**src/rtl/fetch_unit.sv**
```systemverilog
// fetch_unit: owns the program counter and the IF/ID pipeline register.
// Picks the next PC from redirect, stall, BLT prediction or sequential
// fetch, and tags each fetched instruction with its prediction so the
// execute stage can verify it.

`ifndef ADDR_WIDTH
`define ADDR_WIDTH 16
`endif
`ifndef NUM_PIPE_MASKS
`define NUM_PIPE_MASKS 4
`endif
`ifndef PIPE_REG_PC
`define PIPE_REG_PC 0
`endif
`ifndef PIPE_REG_IF_ID
`define PIPE_REG_IF_ID 1
`endif

module fetch_unit #(
  parameter int ADDR_WIDTH     = `ADDR_WIDTH,
  parameter int INST_WIDTH     = 32,
  parameter int NUM_PIPE_MASKS = `NUM_PIPE_MASKS,
  parameter int RESET_PC       = 0,
  parameter int CNT_WIDTH      = 16
) (
  input  logic                      clk,
  input  logic                      reset,
  input  logic [NUM_PIPE_MASKS-1:0] flush,
  input  logic [ADDR_WIDTH-1:0]     jump_address,
  input  logic                      stall,
  input  logic                      take_branch,
  input  logic [ADDR_WIDTH-1:0]     branch_predict,
  input  logic [INST_WIDTH-1:0]     instruction,
  output logic [ADDR_WIDTH-1:0]     pc,
  output logic                      if_id_valid,
  output logic [ADDR_WIDTH-1:0]     if_id_pc,
  output logic [INST_WIDTH-1:0]     if_id_instruction,
  output logic                      if_id_branch_taken,
  output logic [ADDR_WIDTH-1:0]     if_id_branch_taken_address,
  output logic [CNT_WIDTH-1:0]      fetch_count,
  output logic [CNT_WIDTH-1:0]      redirect_count
);

  localparam logic [ADDR_WIDTH-1:0] PC_ONE    = ADDR_WIDTH'(1);
  localparam logic [ADDR_WIDTH-1:0] PC_RESET  = ADDR_WIDTH'(RESET_PC);
  localparam logic [CNT_WIDTH-1:0]  CNT_ONE   = CNT_WIDTH'(1);
  localparam logic [CNT_WIDTH-1:0]  CNT_MAX   = '1;

  logic                  fpc;
  logic                  fid;
  logic                  if_id_load;
  logic [ADDR_WIDTH-1:0] pc_next;
  logic                  unused_flush;

  assign fpc          = flush[`PIPE_REG_PC];
  assign fid          = flush[`PIPE_REG_IF_ID];
  // Other flush bits belong to later stages and are intentionally ignored.
  assign unused_flush = ^flush;
  assign if_id_load   = !fid && !stall;

  // Next-PC selection: redirect, then stall hold, then prediction, then pc+1.
  always_comb begin
    pc_next = pc + PC_ONE;
    if (fpc)
      pc_next = jump_address;
    else if (stall)
      pc_next = pc;
    else if (take_branch)
      pc_next = branch_predict;
  end

  // Program counter register.
  always_ff @(posedge clk) begin
    if (reset)
      pc <= PC_RESET;
    else
      pc <= pc_next;
  end

  // IF/ID register: flush clears it even while stalled (wrong-path instruction).
  always_ff @(posedge clk) begin
    if (reset || fid) begin
      if_id_valid                <= 1'b0;
      if_id_pc                   <= '0;
      if_id_instruction          <= '0;
      if_id_branch_taken         <= 1'b0;
      if_id_branch_taken_address <= '0;
    end else if (!stall) begin
      if_id_valid                <= 1'b1;
      if_id_pc                   <= pc;
      if_id_instruction          <= instruction;
      if_id_branch_taken         <= take_branch;
      if_id_branch_taken_address <= take_branch ? branch_predict : '0;
    end
  end

  // Saturating statistics counters; never wrap back to zero.
  always_ff @(posedge clk) begin
    if (reset) begin
      fetch_count    <= '0;
      redirect_count <= '0;
    end else begin
      if (if_id_load && fetch_count != CNT_MAX)
        fetch_count <= fetch_count + CNT_ONE;
      if (fpc && redirect_count != CNT_MAX)
        redirect_count <= redirect_count + CNT_ONE;
    end
  end

endmodule

```
**config.mk**
```make
export PLATFORM = sky130hd
export DESIGN_NAME = fetch_unit
export DESIGN_NICKNAME = d
export VERILOG_FILES = /design/src/rtl/fetch_unit.sv
export SDC_FILE = /design/constraint.sdc
export NUM_CORES = 1
export LEC_CHECK = 0
export CORE_MARGIN = 2
export CORE_UTILIZATION = 63
export CTS_CLUSTER_SIZE = 16
export DETAILED_ROUTE_END_ITERATION = 10
export DONT_BUFFER_PORTS = 1
export PLACE_DENSITY = 0.79
export SETUP_SLACK_MARGIN = 0.05
export SLEW_MARGIN = 20
export SYNTH_ARGS = -nofsm -noshare
export SYNTH_HDL_FRONTEND = slang
export SYNTH_SLANG_ARGS = --single-unit
```
**constraint.sdc**
```tcl
create_clock -name clk -period 2.1 [get_ports clk]
set_clock_uncertainty 0.2 [all_clocks]
set_input_delay 0.42 -clock clk [delete_from_list [all_inputs] [get_ports clk]]
set_output_delay 0.42 -clock clk [all_outputs]
set_load 0.005 [all_outputs]
```
==> results of run 1 <==
-- report_power, final --
part | internal (uW) | switching [uW] | leakage (uW) | total, uW
registers | 2230 | 72.9 | 0.000928 | 2300
logic | 264 | 248 | 0.00138 | 512
clock network | 1890 | 1100 | 0.000292 | 2990
-- metrics by stage --
stage / util (%) / power [uW] / hold slack (ns) / std cells
6_report: 86.6 / 5800 / 0.0122 / 762
5_1_grt: 86.6 / 5950 / 0.0275 / 762
4_1_cts: 86.3 / 5730 / 0.000595 / 761
3_5_place_dp: 66.4 / 2620 / 0.265 / 640
3_3_place_gp: 66.4 / 2610 / 0.264 / 640
2_1_floorplan: - / 2590 / 0.247 / 553
-- worst min-delay path: cells and delay by family --
| family | cells | cell delay, ns |
|---|---|---|
| compound gates | 1 | 0.05 |
| simple gates | 3 | 0.22 |
-- cells in the final DEF (no fill, tap or decap), types with 3 or more instances in the layout --
cell type      netlist  final
inv_6                0      4
xnor2_1             12     12
nand4_1             10     10
buf_4                0     15
bufinv_16            0      3
clkbuf_16            0     16
o211ai_1             3      3
o22ai_1              6      6
nand3_1             10     10
or4_1                4      4
inv_1               10     10
clkbuf_8             0      3
xor2_1              15     15
ha_1                 3      3
a31oi_1              3      3
a21oi_1             29     29
nand2_1             28     28
nor2b_1              7      6
a221oi_1             5      5
mux2i_1             52     52
dlygate4sd3_1        0     86
o21ai_0             13     13
a22oi_1             10     10
o2111ai_1            3      3
a211oi_1             3      3
clkinv_4             0      3
dfxtp_1            114    113
nor2_1             113    113
nand2b_1             3      3
nor3_1               7      7
and4_1               8      7
clkinvlp_4           0      3
o21a_1               3      3
and3_1               8      8
-- registers in the layout, summed over array words and instances, names as in the netlist --
| name | count |
|---|---|
| redirect_count | 16 |
| pc | 16 |
| if_id_branch_taken_address | 16 |
| fetch_count | 16 |
| if_id_pc | 16 |
| if_id_branch_taken | 1 |
| if_id_valid | 1 |
| if_id_instruction | 32 |
-- area by class of cell --
class / instances / area, um^2
multi-input combinational: 397 / 2570
timing repair buffer: 105 / 1050
tap: 102 / 128
fill: 382 / 1040
sequential: 114 / 2280
clock inverter: 13 / 174
inverter: 11 / 41.3
clock buffer: 19 / 442
antenna: 1 / 2.50
-- repair_timing --
item	in CTS	in global routing
setup endpoints to repair	0	17
hold buffers	89	0
resized for setup	0	6
hold endpoints to repair	114	0
buffers inserted	0	0
-- routing by layer --
| metal | vias up | global-route usage, % |
|---|---|---|
| met2 | 377 | 68.5 |
| met3 | 76 | 11.6 |
| met5 | - | 0 |
| li1 | 2152 | - |
| met4 | 0 | 17.3 |
| met1 | 2338 | 43.8 |
-- cells by family after synthesis --
group           share of synthesized area [%]
compound gates                           12.3
xor+xnor                                 4.72
fa+ha+maj                               0.749
buf+inv                                  3.57
flops                                    45.5
mux                                      10.4
simple gates                             22.7
-- final timing paths --
path	slack, ns	end	cells after the start
worst max-delay path	0.08	fetch_count[9]$_SDFFE_PP0P_	5
worst min-delay path	0.01	if_id_branch_taken_address[4]$_SDFFE_PP0N_	4
worst max register to register	0.08	fetch_count[9]$_SDFFE_PP0P_	5
worst min register to register	0.30	if_id_pc[10]$_SDFFE_PP0N_	2
==> flow_summary.ini, run 1 <==
[grt]
grt_usage_pct = 39.0
grt_max_degree = 52
grt_overflow = 0
grt_pass1_wl_mm = 26.0
grt_pass1_vias = 4907
antenna_found_initial = 1

[logic_synthesis]
synth_commonest_cells = dfxtp_1 (114), nor2_1 (113), mux2i_1 (52), a21oi_1 (29), nand2_1 (28)
synth_edf_count = 0
yosysTopAreaCell = dfxtp_1
async_reset_ff_share_pct = 0
synth_area_leaders = dfxtp_1 (46%), mux2i_1 (10%), nor2_1 (8.5%), a21oi_1 (2.9%), xor2_1 (2.6%)
yosysSeqAreaShare_pct = 45.5
syn_area_per_cell_um2 = 9.06
ys_ff_latch = 114
synthFlopType = dfxtp_1
yosysTopAreaCellShare_pct = 45.5
synth_warnings = 0
synthCells = 553
synth_area_um2 = 5010
syn_nets = 628
yosysMostFrequentCell = dfxtp_1
synth.distinct_cells = 57

[hold_path]
hold_class = input port to flop
min_from = take_branch

[detailed_routing]
routed_wl_mm = 17.0
wl_met3_mm = 1.69
first_iter_violations = 544
vias_per_cell = 6.49
highest_layer = met4
ant_nets = 0
drtPass1Iterations = 5
wl_met1_mm = 6.07
vias = 4943
wl_met2_mm = 8.59
wire_per_inst_um = 22.4
drcViolationCount = 0

[placed_design]
io_buffers = 0
placed_cell_area_um2 = 5130
hpwl_mm = 8.16
place_congestion = 0.857
post-place-ws_ns = 0.164

[sta]
hold_viol = 0
worst_pin_slew_ns = 0.803
setup_violations = 0
timing.final.crit_share_pct = 96.2
slew_viol_final = 0
finalWorstSetupSlack_ns = 0.0797
tns_ns = 0
post-route-min-period_ns = 2.02
relSlewSlack_pct = 46.4
grt_setup_unrepaired = false
fmax_mhz = 495

[critical_path]
crit_path_cell_trace = and4_2 -> nand4_2 -> o21ai_1 -> o21ai_0 -> a21oi_1
path_max_fanout = 6
crit_start = fetch_count[13]$_SDFFE_PP0P_
r2r-start = fetch_count[13]$_SDFFE_PP0P_
crit_type = flop to flop
cp_slowest_stage_delay_ns = 0.48
cp_slowest_cell = dfxtp_1
arrival_ns = 2.26
start_kind = flop
path_delay_family = compound AO/OA/AOI/OAI gates
cp.buffers_inverters = 0
critPathCaptureType = flop
worstPathRequired_ns = 2.34

[die]
dieArea_um2 = 8680
die_y_um = 93.2
core_um2 = 7730
rows = 32
die_w_um = 93.2
initial_core_util_pct = 64.8
pin_count = 186

[run]
maxCapViolations = 0

[power_and_ir_drop]
p_leak_uw = 0.00260
p_per_area_nw_per_um2 = 868
irDropWorstVdd_v = 0.000713

[run_status]
status = finished clean

[clock_network]
clk_pin_slew_ns = 0.06
h-tree-depth = 4
cts_tree = done
cts.sinks = 114
clock-root-buffer = clkbuf_8
clk_path_buf_depth = 2
clkLatencyLatePin_ns = 0.51
cts_buffers = 17

[layout]
final_cell_area_um2 = 6690
syn2layout_area_growth_pct = 33.5
nNetsFinal = 721
final_layout_size_suffix_gt1_share_pct = 11.1
Power figures use the tool's default switching activity.
==> run 2: changes to the inputs <==
--- a/config.mk
+++ b/config.mk
@@ -10,6 +10,7 @@
 export CTS_CLUSTER_SIZE = 16
 export DETAILED_ROUTE_END_ITERATION = 10
 export DONT_BUFFER_PORTS = 1
+export GPL_ROUTABILITY_DRIVEN = 0
 export PLACE_DENSITY = 0.79
 export SETUP_SLACK_MARGIN = 0.05
 export SLEW_MARGIN = 20
==> results of run 2 <==
Same layout as run 1: the final DEF is identical, and so are final timing and power.
